--- src/rtl/usrt_rx_if.sv ---
// Pins between a synchronous serial peer and the usrt_rx receiver.
// The peer drives the bit clock and data; the receiver returns the word, its strobes and a state view.
interface usrt_rx_if #(
  parameter int DATA_BITS = 8
);
  logic                 i_Bclk;
  logic                 i_Rx_Serial;
  logic [DATA_BITS-1:0] o_Rx_Byte;
  logic                 o_Rx_DV;
  logic                 o_Frame_Err;
  logic                 o_Parity_Err;
  logic                 o_Busy;
  logic [2:0]           dbg_state;

  // There is no backpressure. o_Rx_DV, o_Frame_Err and o_Parity_Err are one-cycle strobes.
  // A consumer must take o_Rx_Byte (held until the next good frame) in the cycle o_Rx_DV is high.
  modport master (
    output i_Bclk, i_Rx_Serial,
    input  o_Rx_Byte, o_Rx_DV, o_Frame_Err, o_Parity_Err, o_Busy, dbg_state
  );

  modport slave (
    input  i_Bclk, i_Rx_Serial,
    output o_Rx_Byte, o_Rx_DV, o_Frame_Err, o_Parity_Err, o_Busy, dbg_state
  );
endinterface

--- src/rtl/usrt_rx.sv ---
// Synchronous serial receiver: samples i_Rx_Serial on each rising edge of the peer bit clock.
// It assembles start / LSB-first data / [parity] / stop frames. Define USRT_RX_PARITY_EN to add the parity bit.
module usrt_rx #(
  parameter int DATA_BITS  = 8,
  parameter int PARITY_ODD = 0
) (
  input  logic      i_Pclk,
  input  logic      i_Rst_n,
  usrt_rx_if.slave  rx_if
);

  localparam int CNT_W = $clog2(DATA_BITS + 1);
  localparam logic [CNT_W-1:0] LAST_BIT = CNT_W'(DATA_BITS - 1);

  if ((DATA_BITS < 5) || (DATA_BITS > 9) || (PARITY_ODD < 0) || (PARITY_ODD > 1)) begin : g_bad_cfg
    $error("usrt_rx: DATA_BITS must be 5..9 and PARITY_ODD 0 or 1");
  end

  typedef enum logic [2:0] {
    S_IDLE     = 3'd0,
    S_DATA     = 3'd1,
`ifdef USRT_RX_PARITY_EN
    S_PARITY   = 3'd2,
`endif
    S_STOP     = 3'd3,
    S_BRK_WAIT = 3'd4
  } state_e;

  // The synchronisers idle at 1, so a Bclk held high through reset never looks like an edge.
  logic bclk_s1_q, bclk_s1_d;
  logic bclk_s2_q, bclk_s2_d;
  logic bclk_prev_q, bclk_prev_d;
  logic rx_s1_q, rx_s1_d;
  logic rx_s2_q, rx_s2_d;

  state_e               state_q, state_d;
  logic [CNT_W-1:0]     cnt_q, cnt_d;
  logic [DATA_BITS-1:0] shift_q, shift_d;
  logic [DATA_BITS-1:0] rx_byte_q, rx_byte_d;
  logic                 rx_dv_q, rx_dv_d;
  logic                 frame_err_q, frame_err_d;
  logic                 busy_q, busy_d;
`ifdef USRT_RX_PARITY_EN
  localparam logic ODD_BIT = 1'(PARITY_ODD);
  logic                 par_bit_q, par_bit_d;
  logic                 parity_err_q, parity_err_d;
`endif

  logic samp;
  logic rx_bit;

  always_comb begin
    bclk_s1_d   = rx_if.i_Bclk;
    bclk_s2_d   = bclk_s1_q;
    bclk_prev_d = bclk_s2_q;
    rx_s1_d     = rx_if.i_Rx_Serial;
    rx_s2_d     = rx_s1_q;
  end

  assign samp   = bclk_s2_q & ~bclk_prev_q;
  assign rx_bit = rx_s2_q;

  always_comb begin
    state_d     = state_q;
    cnt_d       = cnt_q;
    shift_d     = shift_q;
    rx_byte_d   = rx_byte_q;
    rx_dv_d     = 1'b0;
    frame_err_d = 1'b0;
`ifdef USRT_RX_PARITY_EN
    par_bit_d    = par_bit_q;
    parity_err_d = 1'b0;
`endif
    if (samp) begin
      case (state_q)
        S_IDLE: begin
          if (!rx_bit) begin
            state_d = S_DATA;
            cnt_d   = '0;
          end
        end
        S_DATA: begin
          // Shifting in from the MSB leaves the first data bit at the LSB after DATA_BITS samples.
          shift_d = {rx_bit, shift_q[DATA_BITS-1:1]};
          cnt_d   = cnt_q + CNT_W'(1);
          if (cnt_q == LAST_BIT) begin
`ifdef USRT_RX_PARITY_EN
            state_d = S_PARITY;
`else
            state_d = S_STOP;
`endif
          end
        end
`ifdef USRT_RX_PARITY_EN
        S_PARITY: begin
          par_bit_d = rx_bit;
          state_d   = S_STOP;
        end
`endif
        S_STOP: begin
          if (rx_bit) begin
            rx_byte_d = shift_q;
            rx_dv_d   = 1'b1;
`ifdef USRT_RX_PARITY_EN
            parity_err_d = par_bit_q ^ (^shift_q) ^ ODD_BIT;
`endif
            state_d   = S_IDLE;
          end else begin
            frame_err_d = 1'b1;
            state_d     = S_BRK_WAIT;
          end
        end
        S_BRK_WAIT: begin
          // A held-low line must return high before the next start bit counts.
          if (rx_bit) state_d = S_IDLE;
        end
        default: state_d = S_IDLE;
      endcase
    end
    busy_d = (state_d != S_IDLE);
  end

  always_ff @(posedge i_Pclk) begin
    if (!i_Rst_n) begin
      bclk_s1_q   <= 1'b1;
      bclk_s2_q   <= 1'b1;
      bclk_prev_q <= 1'b1;
      rx_s1_q     <= 1'b1;
      rx_s2_q     <= 1'b1;
      state_q     <= S_IDLE;
      cnt_q       <= '0;
      shift_q     <= '0;
      rx_byte_q   <= '0;
      rx_dv_q     <= 1'b0;
      frame_err_q <= 1'b0;
      busy_q      <= 1'b0;
    end else begin
      bclk_s1_q   <= bclk_s1_d;
      bclk_s2_q   <= bclk_s2_d;
      bclk_prev_q <= bclk_prev_d;
      rx_s1_q     <= rx_s1_d;
      rx_s2_q     <= rx_s2_d;
      state_q     <= state_d;
      cnt_q       <= cnt_d;
      shift_q     <= shift_d;
      rx_byte_q   <= rx_byte_d;
      rx_dv_q     <= rx_dv_d;
      frame_err_q <= frame_err_d;
      busy_q      <= busy_d;
    end
  end

`ifdef USRT_RX_PARITY_EN
  always_ff @(posedge i_Pclk) begin
    if (!i_Rst_n) begin
      par_bit_q    <= 1'b0;
      parity_err_q <= 1'b0;
    end else begin
      par_bit_q    <= par_bit_d;
      parity_err_q <= parity_err_d;
    end
  end

  assign rx_if.o_Parity_Err = parity_err_q;
`else
  assign rx_if.o_Parity_Err = 1'b0;
`endif

  assign rx_if.o_Rx_Byte   = rx_byte_q;
  assign rx_if.o_Rx_DV     = rx_dv_q;
  assign rx_if.o_Frame_Err = frame_err_q;
  assign rx_if.o_Busy      = busy_q;
  assign rx_if.dbg_state   = state_q;

endmodule

--- src/flat_wrapper.sv ---
// flat-port wrapper written by rule: the top's interface ports become plain ports
module usrt_rx_flat 
#(
  parameter int DATA_BITS  = 8,
  parameter int PARITY_ODD = 0
)
  (i_Pclk, i_Rst_n, rx_if_i_Bclk, rx_if_i_Rx_Serial, rx_if_o_Rx_Byte, rx_if_o_Rx_DV, rx_if_o_Frame_Err, rx_if_o_Parity_Err, rx_if_o_Busy, rx_if_dbg_state);
  usrt_rx_if #(.DATA_BITS(DATA_BITS)) rx_if_i ();
  input  logic i_Pclk;
  input  logic i_Rst_n;
  input wire logic [$bits(rx_if_i.i_Bclk)-1:0] rx_if_i_Bclk;
  input wire logic [$bits(rx_if_i.i_Rx_Serial)-1:0] rx_if_i_Rx_Serial;
  output wire logic [$bits(rx_if_i.o_Rx_Byte)-1:0] rx_if_o_Rx_Byte;
  output wire logic [$bits(rx_if_i.o_Rx_DV)-1:0] rx_if_o_Rx_DV;
  output wire logic [$bits(rx_if_i.o_Frame_Err)-1:0] rx_if_o_Frame_Err;
  output wire logic [$bits(rx_if_i.o_Parity_Err)-1:0] rx_if_o_Parity_Err;
  output wire logic [$bits(rx_if_i.o_Busy)-1:0] rx_if_o_Busy;
  output wire logic [$bits(rx_if_i.dbg_state)-1:0] rx_if_dbg_state;
  assign rx_if_i.i_Bclk = rx_if_i_Bclk;
  assign rx_if_i.i_Rx_Serial = rx_if_i_Rx_Serial;
  assign rx_if_o_Rx_Byte = rx_if_i.o_Rx_Byte;
  assign rx_if_o_Rx_DV = rx_if_i.o_Rx_DV;
  assign rx_if_o_Frame_Err = rx_if_i.o_Frame_Err;
  assign rx_if_o_Parity_Err = rx_if_i.o_Parity_Err;
  assign rx_if_o_Busy = rx_if_i.o_Busy;
  assign rx_if_dbg_state = rx_if_i.dbg_state;
  usrt_rx #(.DATA_BITS(DATA_BITS), .PARITY_ODD(PARITY_ODD)) u_core (.i_Pclk(i_Pclk), .i_Rst_n(i_Rst_n), .rx_if(rx_if_i));
endmodule
--- config.mk ---
export PLATFORM = sky130hd
export DESIGN_NAME = usrt_rx_flat
export DESIGN_NICKNAME = d
export VERILOG_FILES = /design/src/rtl/usrt_rx_if.sv /design/src/rtl/usrt_rx.sv /design/src/flat_wrapper.sv
export SDC_FILE = /design/constraint.sdc
export NUM_CORES = 1
export LEC_CHECK = 0
export ABC_AREA = 1
export ABC_CLOCK_PERIOD_IN_PS = 1200
export BUFFER_PORTS_ARGS = -buffer_cell sky130_fd_sc_hd__clkbuf_2
export CAP_MARGIN = 20
export CORE_MARGIN = 2
export CORE_UTILIZATION = 48
export CTS_CLUSTER_SIZE = 24
export DETAILED_ROUTE_END_ITERATION = 10
export PLACE_DENSITY = 0.79
export SLEW_MARGIN = 20
export SYNTH_ARGS = -nofsm -noshare
export SYNTH_HDL_FRONTEND = slang
export SYNTH_SLANG_ARGS = --single-unit
--- constraint.sdc ---
create_clock -name i_Pclk -period 1.2 [get_ports i_Pclk]
set_clock_uncertainty 0.2 [all_clocks]
set_input_delay 0.12 -clock i_Pclk [delete_from_list [all_inputs] [get_ports i_Pclk]]
set_output_delay 0.12 -clock i_Pclk [all_outputs]
set_load 0.005 [all_outputs]
==> run_summary.xml <==
<?xml version="1.0" encoding="UTF-8"?>
<metrics>
  <group name="run_status">
    <metric name="status" unit="">finished, violations left</metric>
    <metric name="failed_checks" unit="">negative setup slack</metric>
  </group>
  <group name="power">
    <metric name="peak_ir_drop_on_the_vdd_network" unit="uV">972</metric>
    <metric name="leakagePower" unit="nW">0.800</metric>
    <metric name="power.density" unit="mW/mm2">1100</metric>
  </group>
  <group name="die">
    <metric name="ioPinCount" unit="">19</metric>
    <metric name="vert_die_dim" unit="um">54.2</metric>
    <metric name="dieWidth" unit="um">54.2</metric>
    <metric name="core" unit="mm2">0.00243</metric>
    <metric name="row_count" unit="">18</metric>
    <metric name="initial_standard_cell_utilization_of_the_core" unit="%">49.8</metric>
    <metric name="dieArea" unit="mm2">0.00294</metric>
  </group>
  <group name="detailed_routing">
    <metric name="antenna_left" unit="">0</metric>
    <metric name="drc" unit="">0</metric>
    <metric name="detail_route.first_pass.iterations" unit="">4</metric>
    <metric name="initial_detailed_routing_violation_count" unit="">9</metric>
    <metric name="finalWirelength" unit="um">2830</metric>
    <metric name="drt-vias-per-instance" unit="">5.04</metric>
    <metric name="wire_per_inst" unit="um">12.8</metric>
    <metric name="dr_total_vias" unit="">1118</metric>
  </group>
  <group name="global_routing">
    <metric name="grt_first_pass_wirelength" unit="um">3810</metric>
    <metric name="largest_net_degree_at_the_start_of_global_routing" unit="">19</metric>
    <metric name="grtUsageTotal" unit="%">18.7</metric>
    <metric name="overflow" unit="">0</metric>
    <metric name="vias_in_the_first_global_route" unit="">949</metric>
    <metric name="grt_antenna_before_repair" unit="">0</metric>
  </group>
  <group name="yosys">
    <metric name="synth_top_cells_by_area" unit="">sky130_fd_sc_hd__dfxtp_1 51%, sky130_fd_sc_hd__nor2_1 11%, sky130_fd_sc_hd__nand2_1 5.9%, sky130_fd_sc_hd__o21ai_0 4.5%, sky130_fd_sc_hd__inv_1 3.1%</metric>
    <metric name="yosysSeqAreaShare" unit="%">51.2</metric>
    <metric name="postSynthAreaPerCell" unit="um2">8.13</metric>
    <metric name="ys_ff_latch" unit="">31</metric>
    <metric name="xor_and_xnor_area_share_after_synthesis" unit="%">0.723</metric>
    <metric name="synth-simple-area-share" unit="%">27.8</metric>
    <metric name="yosys_warnings" unit="">0</metric>
    <metric name="synth_top_family_by_area" unit="">simple AND/OR/NAND/NOR gates</metric>
    <metric name="netlist_area" unit="mm2">0.00121</metric>
    <metric name="compound_gate_portion_of_the_synthesized_area" unit="%">12.0</metric>
    <metric name="yosys.area_share.adder" unit="%">1.03</metric>
    <metric name="synthMuxAreaShare" unit="%">0</metric>
    <metric name="synth_largest_area_cell" unit="">sky130_fd_sc_hd__dfxtp_1</metric>
    <metric name="postSynthNetCount" unit="">154</metric>
    <metric name="synth.top_cell.area_share" unit="%">51.2</metric>
    <metric name="post_synthesis_cell_count" unit="">149</metric>
    <metric name="post_synth_num_cell_types" unit="">27</metric>
  </group>
  <group name="final_layout">
    <metric name="multi_input_comb_area" unit="um2">557</metric>
    <metric name="commonest_cells_after_routing_fill_and_taps_aside" unit="">33 x sky130_fd_sc_hd__nor2_1, 24 x sky130_fd_sc_hd__dfxtp_1, 17 x sky130_fd_sc_hd__nand2_1, 16 x sky130_fd_sc_hd__clkbuf_2, 12 x sky130_fd_sc_hd__buf_4</metric>
    <metric name="final_core_util" unit="%">67.3</metric>
    <metric name="fill_cells" unit="">176</metric>
    <metric name="nets" unit="">196</metric>
    <metric name="layout.area.seq" unit="um2">634</metric>
    <metric name="antenna_cells" unit="">0</metric>
    <metric name="area_growth" unit="%">35.2</metric>
    <metric name="layout_commonest_cell" unit="">sky130_fd_sc_hd__nor2_1</metric>
    <metric name="layout-drive-gt1-share" unit="%">40.6</metric>
  </group>
  <group name="placement">
    <metric name="buffer_ports.inserted" unit="">17</metric>
    <metric name="finalWeightedCongestion" unit="">0.851</metric>
    <metric name="dp.final_hpwl" unit="um">1710</metric>
  </group>
  <group name="setup_path">
    <metric name="cp.buffers_inverters" unit="">2</metric>
    <metric name="cp_data_arrival_time" unit="ns">1.43</metric>
    <metric name="criticalPathCategory" unit="">flip-flop to flip-flop</metric>
    <metric name="critPathMaxStageDelay" unit="ns">0.35</metric>
    <metric name="timing.reg2reg.worst_path_depth" unit="">6</metric>
    <metric name="cpMostUsedCell" unit="">sky130_fd_sc_hd__nor2_4</metric>
    <metric name="setup.worst_path.start_class" unit="">flip-flop</metric>
    <metric name="crit_path_end_kind" unit="">flip-flop</metric>
    <metric name="critical_path_peak_fanout" unit="">5</metric>
    <metric name="critPathTopFamily" unit="">simple AND/OR/NAND/NOR gates</metric>
    <metric name="series_of_cell_instances_along_the_critical_path" unit="">nor2_4 &gt; inv_2 &gt; nor2_4 &gt; buf_2 &gt; nand2_2 &gt; a21oi_2</metric>
    <metric name="cp_data_required_time" unit="ns">1.27</metric>
    <metric name="critical-path-slowest-cell" unit="">sky130_fd_sc_hd__dfxtp_2</metric>
    <metric name="instance_count_on_the_critical_path" unit="">6</metric>
  </group>
  <group name="hold_path">
    <metric name="hold_path_class" unit="">input pin to flip-flop</metric>
    <metric name="min_delay_path_depth" unit="">4</metric>
  </group>
  <group name="cts">
    <metric name="cts-root-buf" unit="">sky130_fd_sc_hd__clkbuf_4</metric>
    <metric name="cts_tree" unit="">built</metric>
    <metric name="worst_setup_hold_path_clk_slew" unit="ns">0.09</metric>
    <metric name="clock_sinks" unit="">31</metric>
    <metric name="cts.htree.levels" unit="">2</metric>
    <metric name="cts-root-to-sink-buffers" unit="">2</metric>
    <metric name="clock_insertion_delay_at_the_later_pin_of_the_skew_report" unit="ns">0.33</metric>
    <metric name="cts-buffers-inserted" unit="">5</metric>
  </group>
  <group name="timing">
    <metric name="finalWorstSetupSlack" unit="ns">-0.154</metric>
    <metric name="setup_violations" unit="">25</metric>
    <metric name="max_clock_freq" unit="MHz">738</metric>
    <metric name="timing.final.hold_violations" unit="">0</metric>
    <metric name="final.setup.tns" unit="ns">-2.31</metric>
    <metric name="slew_viol_final" unit="">0</metric>
    <metric name="setup_repair_after_global_routing_missed_its_margin" unit="">true</metric>
    <metric name="post-route-period-util" unit="%">113</metric>
    <metric name="final.min_clock_period" unit="ns">1.35</metric>
  </group>
  <group name="job">
    <metric name="max_cap_violation_count" unit="">0</metric>
  </group>
</metrics>
[worst reg2reg max path: stages, from the launching register on]
cell	delay [ns]
sky130_fd_sc_hd__dfxtp_2	0.35
sky130_fd_sc_hd__nor2_4	0.14
sky130_fd_sc_hd__inv_2	0.06
sky130_fd_sc_hd__nor2_4	0.19
sky130_fd_sc_hd__buf_2	0.20
sky130_fd_sc_hd__nand2_2	0.06
sky130_fd_sc_hd__a21oi_2	0.10
[power breakdown]
part | internal (W) | total, W | switching (W)
combinational | 0.0000376 | 0.0000734 | 0.0000358
clock | 0.000344 | 0.000690 | 0.000346
sequential | 0.00103 | 0.00104 | 0.00000581
[worst paths after layout]
path | end | slack, ns | from
hold reg to reg | u_core.rx_bit | 0.23 | u_core.rx_s1_q
setup reg to reg | u_core.cnt_q[1] | -0.15 | u_core.rx_if.dbg_state[2]
setup / recovery | u_core.cnt_q[1] | -0.15 | u_core.rx_if.dbg_state[2]
hold / removal | u_core.shift_q[2] | 0.01 | i_Rst_n
[Yosys cell counts]
cell type,n
sky130_fd_sc_hd__nor2_1,35
sky130_fd_sc_hd__dfxtp_1,31
sky130_fd_sc_hd__nand2_1,19
sky130_fd_sc_hd__o21ai_0,11
sky130_fd_sc_hd__inv_1,10
sky130_fd_sc_hd__o21ai_1,5
sky130_fd_sc_hd__nand3_1,4
sky130_fd_sc_hd__or2_2,4
sky130_fd_sc_hd__nor3_1,3
sky130_fd_sc_hd__o21ai_2,3
sky130_fd_sc_hd__a21oi_1,2
sky130_fd_sc_hd__a21oi_2,2
sky130_fd_sc_hd__clkbuf_2,2
sky130_fd_sc_hd__nand2_2,2
sky130_fd_sc_hd__nand3_2,2
sky130_fd_sc_hd__nor2_2,2
sky130_fd_sc_hd__nor2_4,2
sky130_fd_sc_hd__buf_4,1
sky130_fd_sc_hd__buf_6,1
sky130_fd_sc_hd__clkinv_2,1
sky130_fd_sc_hd__clkinv_4,1
sky130_fd_sc_hd__conb_1,1
sky130_fd_sc_hd__ha_1,1
sky130_fd_sc_hd__inv_2,1
sky130_fd_sc_hd__nand4_1,1
sky130_fd_sc_hd__o21bai_2,1
sky130_fd_sc_hd__xor2_1,1
[stage by stage]
step	instances	worst slack, ns	hold slack (ns)	total power [W]	area, um2
2_1_floorplan	149	0.00120	0.0266	0.00110	1210
6_report	222	-0.154	0.0116	0.00180	1640
5_1_grt	222	-0.216	0.0419	0.00185	1640
3_5_place_dp	202	-0.118	0.112	0.00111	1380
3_3_place_gp	202	-0.0734	0.106	0.00111	1380
4_1_cts	217	-0.108	0.000117	0.00181	1550
[cells by family after synthesis]
group                    count (synthesis)
AND/OR/NAND/NOR                         74
adder cells (fa/ha/maj)                  1
XOR/XNOR                                 1
buffers and inverters                   17
AO/OA/AOI/OAI                           24
flip-flops                              31
other                                    1
[state kept, by name, indices dropped and copies added (netlist names), 3 cells and up]
register,flops
u_core.cnt_q,4
u_core.rx_if.dbg_state,3
u_core.rx_if.o_Rx_Byte,8
u_core.shift_q,8
[what timing repair did]
item | in CTS | in global routing
buffers inserted | 1 | 4
endpoints found under the hold margin | 11 | 0
pin swaps | 3 | 4
setup endpoints to repair | 25 | 27
resized for setup | 11 | 18
hold buffers | 6 | 0
cloned | 0 | 1
[cell type report]
type / instances / area share [%]
Sequential cell: 31 / 38.7
Multi-Input combinational cell: 101 / 34.0
Timing Repair Buffer: 39 / 17.3
Clock buffer: 8 / 4.20
Inverter: 13 / 3.51
Tap cell: 30 / 2.29
[layer usage]
metal  part of all wire (%)  vias up  GRT usage, %
li1                       -      554             -
met1                     39      525          19.4
met2                     53       28          31.3
met3                    4.0       11          6.28
met4                    4.2        0          13.3
met5                      0        -             0
No activity file was read; power rests on OpenSTA's default activity.
